$ cat src/rtl/sync_pkg.sv
// Shared types and sizing helpers for the LED driver serial receive model.
package sync_pkg;

  typedef enum logic [0:0] {
    IDLE   = 1'b0,
    STREAM = 1'b1
  } rx_state_e;

  // Full frame length: all channel words plus the leading FC/GS select bit.
  function automatic int unsigned shift_width(input int unsigned nb_channels,
                                              input int unsigned channel_width);
    return nb_channels * channel_width + 1;
  endfunction

  // Width of a channel index (at least one bit).
  function automatic int unsigned idx_width(input int unsigned nb_channels);
    return (nb_channels > 1) ? $clog2(nb_channels) : 1;
  endfunction

endpackage

$ cat src/rtl/sync_edge_detect.sv
// Multi-flop input synchronizer with rising-edge detect on the synchronized level.
module sync_edge_detect #(
  parameter int unsigned STAGES = 2
) (
  input  logic clk,
  input  logic rst,
  input  logic d,
  output logic q,
  output logic rise
);

  logic [STAGES-1:0] sync_q, sync_d;
  logic              prev_q, prev_d;

  // Next values: shift the pin into the chain, remember the last stage.
  always_comb begin
    sync_d = {sync_q[STAGES-2:0], d};
    prev_d = sync_q[STAGES-1];
  end

  // Synchronizer chain and edge history flop.
  always_ff @(posedge clk or posedge rst) begin
    if (rst) begin
      sync_q <= '0;
      prev_q <= 1'b0;
    end else begin
      sync_q <= sync_d;
      prev_q <= prev_d;
    end
  end

  assign q    = sync_q[STAGES-1];
  assign rise = sync_q[STAGES-1] & ~prev_q;

endmodule

$ cat src/rtl/sync_driver_rx.sv
// Receive-side model of the LED driver serial port: rebuilds latched frames from
// SCLK/SIN/LAT and streams them out as channel words, highest index first.
// Optional feature macro: SYNC_DRIVER_RX_MUX_TAG_EN adds word_mux (synchronized
// mux_en captured at the accepted latch).
module sync_driver_rx
  import sync_pkg::*;
#(
  parameter int unsigned NB_CHANNELS   = 48,
  parameter int unsigned CHANNEL_WIDTH = 16,
  parameter int unsigned SYNC_STAGES   = 2
) (
  input  logic                                 clk,
  input  logic                                 rst,
  input  logic                                 SCLK,
  input  logic                                 SIN,
  input  logic                                 LAT,
  input  logic [3:0]                           mux_en,
  output logic                                 word_valid,
  input  logic                                 word_ready,
  output logic [CHANNEL_WIDTH-1:0]             word_data,
  output logic [idx_width(NB_CHANNELS)-1:0]    word_idx,
  output logic                                 word_last,
  output logic                                 frame_is_fc,
  output logic                                 frame_err,
`ifdef SYNC_DRIVER_RX_MUX_TAG_EN
  output logic [3:0]                           word_mux,
`endif
  output logic                                 overrun
);

  localparam int unsigned SHIFT_WIDTH = shift_width(NB_CHANNELS, CHANNEL_WIDTH);
  localparam int unsigned IDX_W       = idx_width(NB_CHANNELS);
  localparam int unsigned CNT_W       = $clog2(SHIFT_WIDTH + 2);
  localparam logic [CNT_W-1:0] CNT_FULL = CNT_W'(SHIFT_WIDTH);
  localparam logic [CNT_W-1:0] CNT_SAT  = CNT_W'(SHIFT_WIDTH + 1);
  localparam logic [IDX_W-1:0] IDX_TOP  = IDX_W'(NB_CHANNELS - 1);

  logic sclk_lvl, sclk_rise, lat_lvl, lat_rise;
  logic [SYNC_STAGES-1:0] sin_sync_q;

  rx_state_e                state_q, state_d;
  logic [SHIFT_WIDTH-1:0]   shreg_q, shreg_d, shreg_upd;
  logic [CNT_W-1:0]         bit_cnt_q, bit_cnt_d, cnt_upd;
  logic [SHIFT_WIDTH-1:0]   hold_q, hold_d;
  logic                     word_valid_q, word_valid_d;
  logic [CHANNEL_WIDTH-1:0] word_data_q, word_data_d;
  logic [IDX_W-1:0]         word_idx_q, word_idx_d, sel_idx;
  logic                     word_last_q, word_last_d;
  logic                     frame_is_fc_q, frame_is_fc_d;
  logic                     frame_err_q, frame_err_d;
  logic                     overrun_q, overrun_d;

  sync_edge_detect #(.STAGES(SYNC_STAGES)) u_sclk_sync (
    .clk  (clk),
    .rst  (rst),
    .d    (SCLK),
    .q    (sclk_lvl),
    .rise (sclk_rise)
  );

  sync_edge_detect #(.STAGES(SYNC_STAGES)) u_lat_sync (
    .clk  (clk),
    .rst  (rst),
    .d    (LAT),
    .q    (lat_lvl),
    .rise (lat_rise)
  );

  // SIN chain has the same depth as SCLK so the sampled bit lines up with the edge.
  always_ff @(posedge clk or posedge rst) begin
    if (rst) sin_sync_q <= '0;
    else     sin_sync_q <= {sin_sync_q[SYNC_STAGES-2:0], SIN};
  end

`ifdef SYNC_DRIVER_RX_MUX_TAG_EN
  logic [3:0] mux_s1_q, mux_s2_q, word_mux_q, word_mux_d;

  // Two-flop synchronizer for the mux enables.
  always_ff @(posedge clk or posedge rst) begin
    if (rst) begin
      mux_s1_q <= '0;
      mux_s2_q <= '0;
    end else begin
      mux_s1_q <= mux_en;
      mux_s2_q <= mux_s1_q;
    end
  end
  assign word_mux = word_mux_q;
  logic unused_lvl;
  assign unused_lvl = sclk_lvl ^ lat_lvl;
`else
  logic unused_lvl;
  assign unused_lvl = sclk_lvl ^ lat_lvl ^ (^mux_en);
`endif

  // Next-state logic: shift on SCLK, latch decision on LAT (after the shift), stream words.
  always_comb begin
    state_d       = state_q;
    hold_d        = hold_q;
    word_valid_d  = word_valid_q;
    word_data_d   = word_data_q;
    word_idx_d    = word_idx_q;
    word_last_d   = word_last_q;
    frame_is_fc_d = frame_is_fc_q;
    frame_err_d   = 1'b0;
    overrun_d     = 1'b0;
    sel_idx       = '0;
`ifdef SYNC_DRIVER_RX_MUX_TAG_EN
    word_mux_d    = word_mux_q;
`endif

    shreg_upd = shreg_q;
    cnt_upd   = bit_cnt_q;
    if (sclk_rise) begin
      shreg_upd = {shreg_q[SHIFT_WIDTH-2:0], sin_sync_q[SYNC_STAGES-1]};
      if (bit_cnt_q != CNT_SAT) cnt_upd = bit_cnt_q + 1'b1;
    end
    shreg_d   = shreg_upd;
    bit_cnt_d = cnt_upd;

    if (state_q == STREAM) begin
      if (!word_valid_q) begin
        sel_idx      = word_idx_q;
        word_valid_d = 1'b1;
        word_data_d  = hold_q[int'(sel_idx) * CHANNEL_WIDTH +: CHANNEL_WIDTH];
        word_last_d  = (sel_idx == '0);
      end else if (word_ready) begin
        if (word_last_q) begin
          word_valid_d = 1'b0;
          word_last_d  = 1'b0;
          state_d      = IDLE;
        end else begin
          sel_idx     = word_idx_q - 1'b1;
          word_idx_d  = sel_idx;
          word_data_d = hold_q[int'(sel_idx) * CHANNEL_WIDTH +: CHANNEL_WIDTH];
          word_last_d = (sel_idx == '0);
        end
      end
    end

    if (lat_rise) begin
      bit_cnt_d = '0;
      if (cnt_upd != CNT_FULL) begin
        frame_err_d = 1'b1;
      end else if (state_q == STREAM) begin
        overrun_d = 1'b1;
      end else begin
        hold_d        = shreg_upd;
        state_d       = STREAM;
        word_idx_d    = IDX_TOP;
        frame_is_fc_d = shreg_upd[SHIFT_WIDTH-1];
`ifdef SYNC_DRIVER_RX_MUX_TAG_EN
        word_mux_d    = mux_s2_q;
`endif
      end
    end
  end

  // Receive FSM with registered stream outputs.
  always_ff @(posedge clk or posedge rst) begin
    if (rst) begin
      state_q       <= IDLE;
      shreg_q       <= '0;
      bit_cnt_q     <= '0;
      hold_q        <= '0;
      word_valid_q  <= 1'b0;
      word_data_q   <= '0;
      word_idx_q    <= '0;
      word_last_q   <= 1'b0;
      frame_is_fc_q <= 1'b0;
      frame_err_q   <= 1'b0;
      overrun_q     <= 1'b0;
`ifdef SYNC_DRIVER_RX_MUX_TAG_EN
      word_mux_q    <= '0;
`endif
    end else begin
      state_q       <= state_d;
      shreg_q       <= shreg_d;
      bit_cnt_q     <= bit_cnt_d;
      hold_q        <= hold_d;
      word_valid_q  <= word_valid_d;
      word_data_q   <= word_data_d;
      word_idx_q    <= word_idx_d;
      word_last_q   <= word_last_d;
      frame_is_fc_q <= frame_is_fc_d;
      frame_err_q   <= frame_err_d;
      overrun_q     <= overrun_d;
`ifdef SYNC_DRIVER_RX_MUX_TAG_EN
      word_mux_q    <= word_mux_d;
`endif
    end
  end

  assign word_valid  = word_valid_q;
  assign word_data   = word_data_q;
  assign word_idx    = word_idx_q;
  assign word_last   = word_last_q;
  assign frame_is_fc = frame_is_fc_q;
  assign frame_err   = frame_err_q;
  assign overrun     = overrun_q;

endmodule
$ cat config.mk
export PLATFORM = sky130hd
export DESIGN_NAME = sync_driver_rx
export DESIGN_NICKNAME = d
export VERILOG_FILES = /design/src/rtl/sync_pkg.sv /design/src/rtl/sync_edge_detect.sv /design/src/rtl/sync_driver_rx.sv
export SDC_FILE = /design/constraint.sdc
export NUM_CORES = 2
export LEC_CHECK = 0
export BUFFER_PORTS_ARGS = -buffer_cell sky130_fd_sc_hd__buf_4
export CORE_MARGIN = 1.5
export CORE_UTILIZATION = 60
export CTS_BUF_LIST = sky130_fd_sc_hd__clkbuf_2 sky130_fd_sc_hd__clkbuf_4 sky130_fd_sc_hd__clkbuf_8
export DETAILED_ROUTE_END_ITERATION = 8
export PLACE_DENSITY = 0.76
export SETUP_SLACK_MARGIN = 0.15
export SLEW_MARGIN = 20
export SYNTH_ARGS = -nofsm -noshare
export SYNTH_HDL_FRONTEND = slang
export SYNTH_SLANG_ARGS = --single-unit
$ cat constraint.sdc
create_clock -name clk -period 66 [get_ports clk]
set_input_delay 6.6 -clock clk [delete_from_list [all_inputs] [get_ports clk]]
set_output_delay 6.6 -clock clk [all_outputs]
set_load 0.005 [all_outputs]
# Word-level counts from Yosys, hierarchy flattened
# Cells that the tools add are included.
word_totals:
  in_bits: 10
  register_bits: 1584
op_classes:
  reduce_logical: 5
  shifts: 2
  n_bitwise: 6
  muxes: 29
  n_addsub: 2
  eq_ne: 4
ops:
  columns: ["operator", "count"]
  rows:
  - ["$shiftx A769 B11 Y16", 2]
  - ["$mux W769", 1]
  - ["$mux W16", 3]
  - ["$mux W6", 7]
  - ["$mux W10", 3]
  - ["$ne A10 B10 Y1 const B", 2]
  - ["$mux W1", 15]
  - ["$logic_not A6 Y1", 2]
  - ["$add A10 B1 Y10 const B", 1]
  - ["$reduce_and A3 Y1", 2]
  - ["$sub A6 B1 Y6 const B", 1]
  - ["$ne A2 B2 Y1 const B", 2]
  - ["$not A1 Y1", 4]
  - ["$and A1 B1 Y1", 2]
  - ["$reduce_and A2 Y1", 1]

# Logic depth before layout (Yosys ltp)
logic_depth:
  word_depth: 8
  ltp_mapped: 15
  mapped_depth_nobuf: 8

# By module
# Synthesis repeated with hierarchy kept, for this count alone.
hier_totals:
  cells_unflattened: 4729
  hier_area_um2: 70955.6
modules_own_cells:
  columns: ["mod", "instances", "seq_area_each_um2", "cells_each", "area_per_inst_um2"]
  rows:
  - ["sync_driver_rx", 1, 39462.8, 4719, 70770.4]
  - ["sync_edge_detect", 2, 75.1, 5, 92.6]

# Least setup slack after synthesis
# No wires, ideal clock.
synth_path:
  path_type: "input to register"
  startpoint: "in word_ready"
  endpoint: "reg word_data_q[1] (netlist: word_data[1])"
  setup_ns: 0.129
  arrival_time_ns: 7.825
  slack_ns: 58.047
  stages: 7
  cell_sequence: "nor2b_1 -> nor2_1 -> nor2_1 -> o21ai_1 -> clkbuf_1 -> nor4_1 -> a2111o_1"
synth_between:
  elab_chain_cells: 2
synth_rtl:
  columns: ["element", "line_no", "text"]
  rows:
  - ["from (decl)", "sync_driver_rx.sv:19", "input logic word_ready,"]
  - ["$ne A2 B2 Y1 (no source line)", null, null]
  - ["$reduce_and A3 Y1 (no source line)", null, null]
  - ["to (signal assigned)", "sync_driver_rx.sv:182", "word_data_q <= word_data_d;"]
  - ["to (decl)", "sync_driver_rx.sv:46", "logic [CHANNEL_WIDTH-1:0] word_data_q, word_data_d;"]
# No other way between the ends.
# A chain may end at the register's enable or synchronous reset.

==> out/metrics.yaml <==
outcome: "finished clean"
die_h_um: 352
syn_to_final_growth_pct: 7.87
worst_slew_pin_slew_ns: 1.34
yosysSeqAreaShare: 0.543
p_leak_nw: 37.6
max_freq_mhz: 102
clock_sinks: 1583
crit_required_ns: 66.88
dpl_worst_slack_ns: 54.99
drt-initial-drc-count: 2886
slew_violations: 0
dieArea_um2: 124000
path_class: "in -> async"
clock_latency_ns: 0.95
hold_violations: 0
netSwitchingFraction: 0.303
synth_xor_area_frac: 0.00240
grt_overflow: 0
synth-main-ff-cell: "dfrtp_1"
crit_path_start_kind: "primary input"
synthDistinctLibCells: 64
grt_max_degree: 180
dpl.hpwl_um: 94700
final_layout_size_suffix_gt1_frac: 0.538
finalSetupViolCount: 0
syn_nets: 4305
wl_um: 152000
p_seq_frac: 0.421
synthAdderAreaFrac: 0.000686
cts_buffers: 275
post-route-drc-count: 0
synthMuxAreaShare: 0.384
rsz0062_at_grt: "false"
post_drt_via_cell_ratio: 6.12
tns_ns: 0
io_buffers: 32
row_count: 127
synth_warnings: 0
firstDrtPassIters: 8
io_pins: 37
cts_tree: "built"
switchingPower_mw: 0.721
clock_path_buffers: 4
hp-class: "reg -> reg"
syn_inst: 4291
grt_pass1_vias: 40400
relSlewSlack: 0.0954
drt.antenna.violating_nets: 0
top_layer_used: "met5"
syn_area_um2: 73000
synth_top_family_by_area: "multiplexers"
synth_edf_count: 0
vias: 37500
yosysTopAreaCellShare: 0.543
max_cap_viol_count: 0
core-area_um2: 120000
combPwrFrac: 0.212
path_clk_slew_ns: 0.06
drt-met1-wl_um: 68100
internal_power_mw: 1.66
skew_ns: 0.0710
routabilityCongestion: 0.856
synth-async-reset-ratio: 1.00
wl_met2_um: 71700
finalNetCount: 4379
synth-simple-area-share: 0.0178
start_util: 0.607
fin_crit_sh: 0.149
ir_drop_mv: 0.0498
synth.area.top_cells: "dfrtp_1, mux2_4, mux2_2"
antenna_found_initial: 5
timing.hold.ws_ns: 0.359
worstPathMaxFanout: 159
utilization: 0.654
p_per_area_nw_per_um2: 30.3
cts_hold_buf: 0
ys_ff_latch: 1583
synth_compound_area_frac: 0.0175
postCtsSetupBuffers: 0
grt_usage: 0.252
htree_levels: 5
period_needed_ns: 9.85
clock_power_share: 0.367
avgRoutedWirePerCell_um: 24.7
crit_path_end_kind: "asynchronous set/reset pin"
dr_wl_met3_um: 7370
synth_top_area_cell: "dfrtp_1"
setup_ws_ns: 56.15
cp.arrival_ns: 10.73
cts.repair.resized: 0
die_x_um: 352
syn_area_per_cell_um2: 17.0
grt_pass1_wl_um: 240000
totalPowerFinal_mw: 2.38
cts_root_buf: "clkbuf_8"
## sequential cells by signal, summed over array words and instances (netlist names)
register,count
bit_cnt_q,10
frame_err,1
hold_q,769
overrun,1
shreg_q,769
sin_sync_q,2
state_q,1
u_lat_sync.prev_q,1
u_lat_sync.sync_q,2
u_sclk_sync.prev_q,1
u_sclk_sync.sync_q,2
word_data,16
word_idx,6
word_last,1
word_valid,1
## critical path: stages
cell and delay (ns):
buf_4 0.13, inv_8 0.50, buf_12 0.67, buf_4 0.88
buf_4 0.82, buf_4 0.86
## synth_stat cells, drive strengths merged (11+ instances only)
master and number:
mux2i 12, nand3 13, xnor2 11, a21oi 25, o22ai 58, buf 177
mux4 321, mux2 1601, dfrtp 1583, nor2 57, o21ai 24, nor4 18
and3 31, nand2 83, a2111o 14, clkbuf 121, a22oi 33
## power groups by stage
stage	logic (mW)	registers, mW	clock network (mW)
2_1_floorplan	0.355	1.01	0
3_3_place_gp	0.502	1.02	0
3_5_place_dp	0.506	1.02	0
4_1_cts	0.507	1.00	0.897
5_1_grt	0.535	1.00	0.941
6_report	0.504	1.00	0.875
## per-layer routing
layer  up-vias  GRT usage
met5         -          0
met4         2     0.0904
met3       265     0.0436
met2       920      0.386
met1     20200      0.365
li1      16200          -
## final cells by class
type	instances	area [µm²]
fill	8233	41600
sequential	1583	39600
multi-input combinational	2400	30900
clock buffer	412	5090
tap	1612	2020
timing repair buffer	95	850
clock inverter	21	195
inverter	10	45.0
antenna	2	5.00
## metrics by stage
stage	instance area [µm²]	cells
after CTS	78700	6133
after detailed placement	73400	5700
after global routing	78700	6135
after global placement	73400	5700
final	78700	6135
after floorplan	73000	4291
## cell usage in the layout (no fill, tap or decap), types with 46 or more instances in the layout
| master | count |
|---|---|
| dfrtp_1 | 1580 |
| nand2_1 | 82 |
| clkbuf_4 | 93 |
| mux2_1 | 46 |
| mux2_4 | 700 |
| nor2_1 | 55 |
| clkbuf_8 | 319 |
| mux2_2 | 855 |
| mux4_2 | 321 |
| o22ai_1 | 58 |
| buf_4 | 82 |
## path summary, 6_finish.rpt
path / from / to / slack, ns / cells after the start
worst max-delay path: rst / hold_q[51]$_DFFE_PP0P_ / 56.15 / 6
worst min-delay path: u_lat_sync.sync_q[0]$_DFF_PP0_ / u_lat_sync.sync_q[1]$_DFF_PP0_ / 0.36 / 0
worst max register to register: u_sclk_sync.sync_q[1]$_DFF_PP0_ / hold_q[312]$_DFFE_PP0P_ / 57.69 / 12
worst min register to register: u_lat_sync.sync_q[0]$_DFF_PP0_ / u_lat_sync.sync_q[1]$_DFF_PP0_ / 0.36 / 0
max in group clk: word_idx[3]$_DFF_PP0_ / word_idx[3] / 57.35 / 1
min in group asynchronous: rst / hold_q[426]$_DFFE_PP0P_ / 5.76 / 2
## cell families (layout without fill, tap and decap cells)
logic type | after synthesis | count (layout)
XOR/XNOR | 20 | 20
buffers and inverters | 308 | 538
AND/OR/NAND/NOR | 259 | 259
other | 0 | 2
flip-flops | 1583 | 1583
AO/OA/AOI/OAI | 183 | 183
multiplexers | 1934 | 1934
adder cells (fa/ha/maj) | 4 | 4
Note: power is estimated with default switching activity, not from simulation.
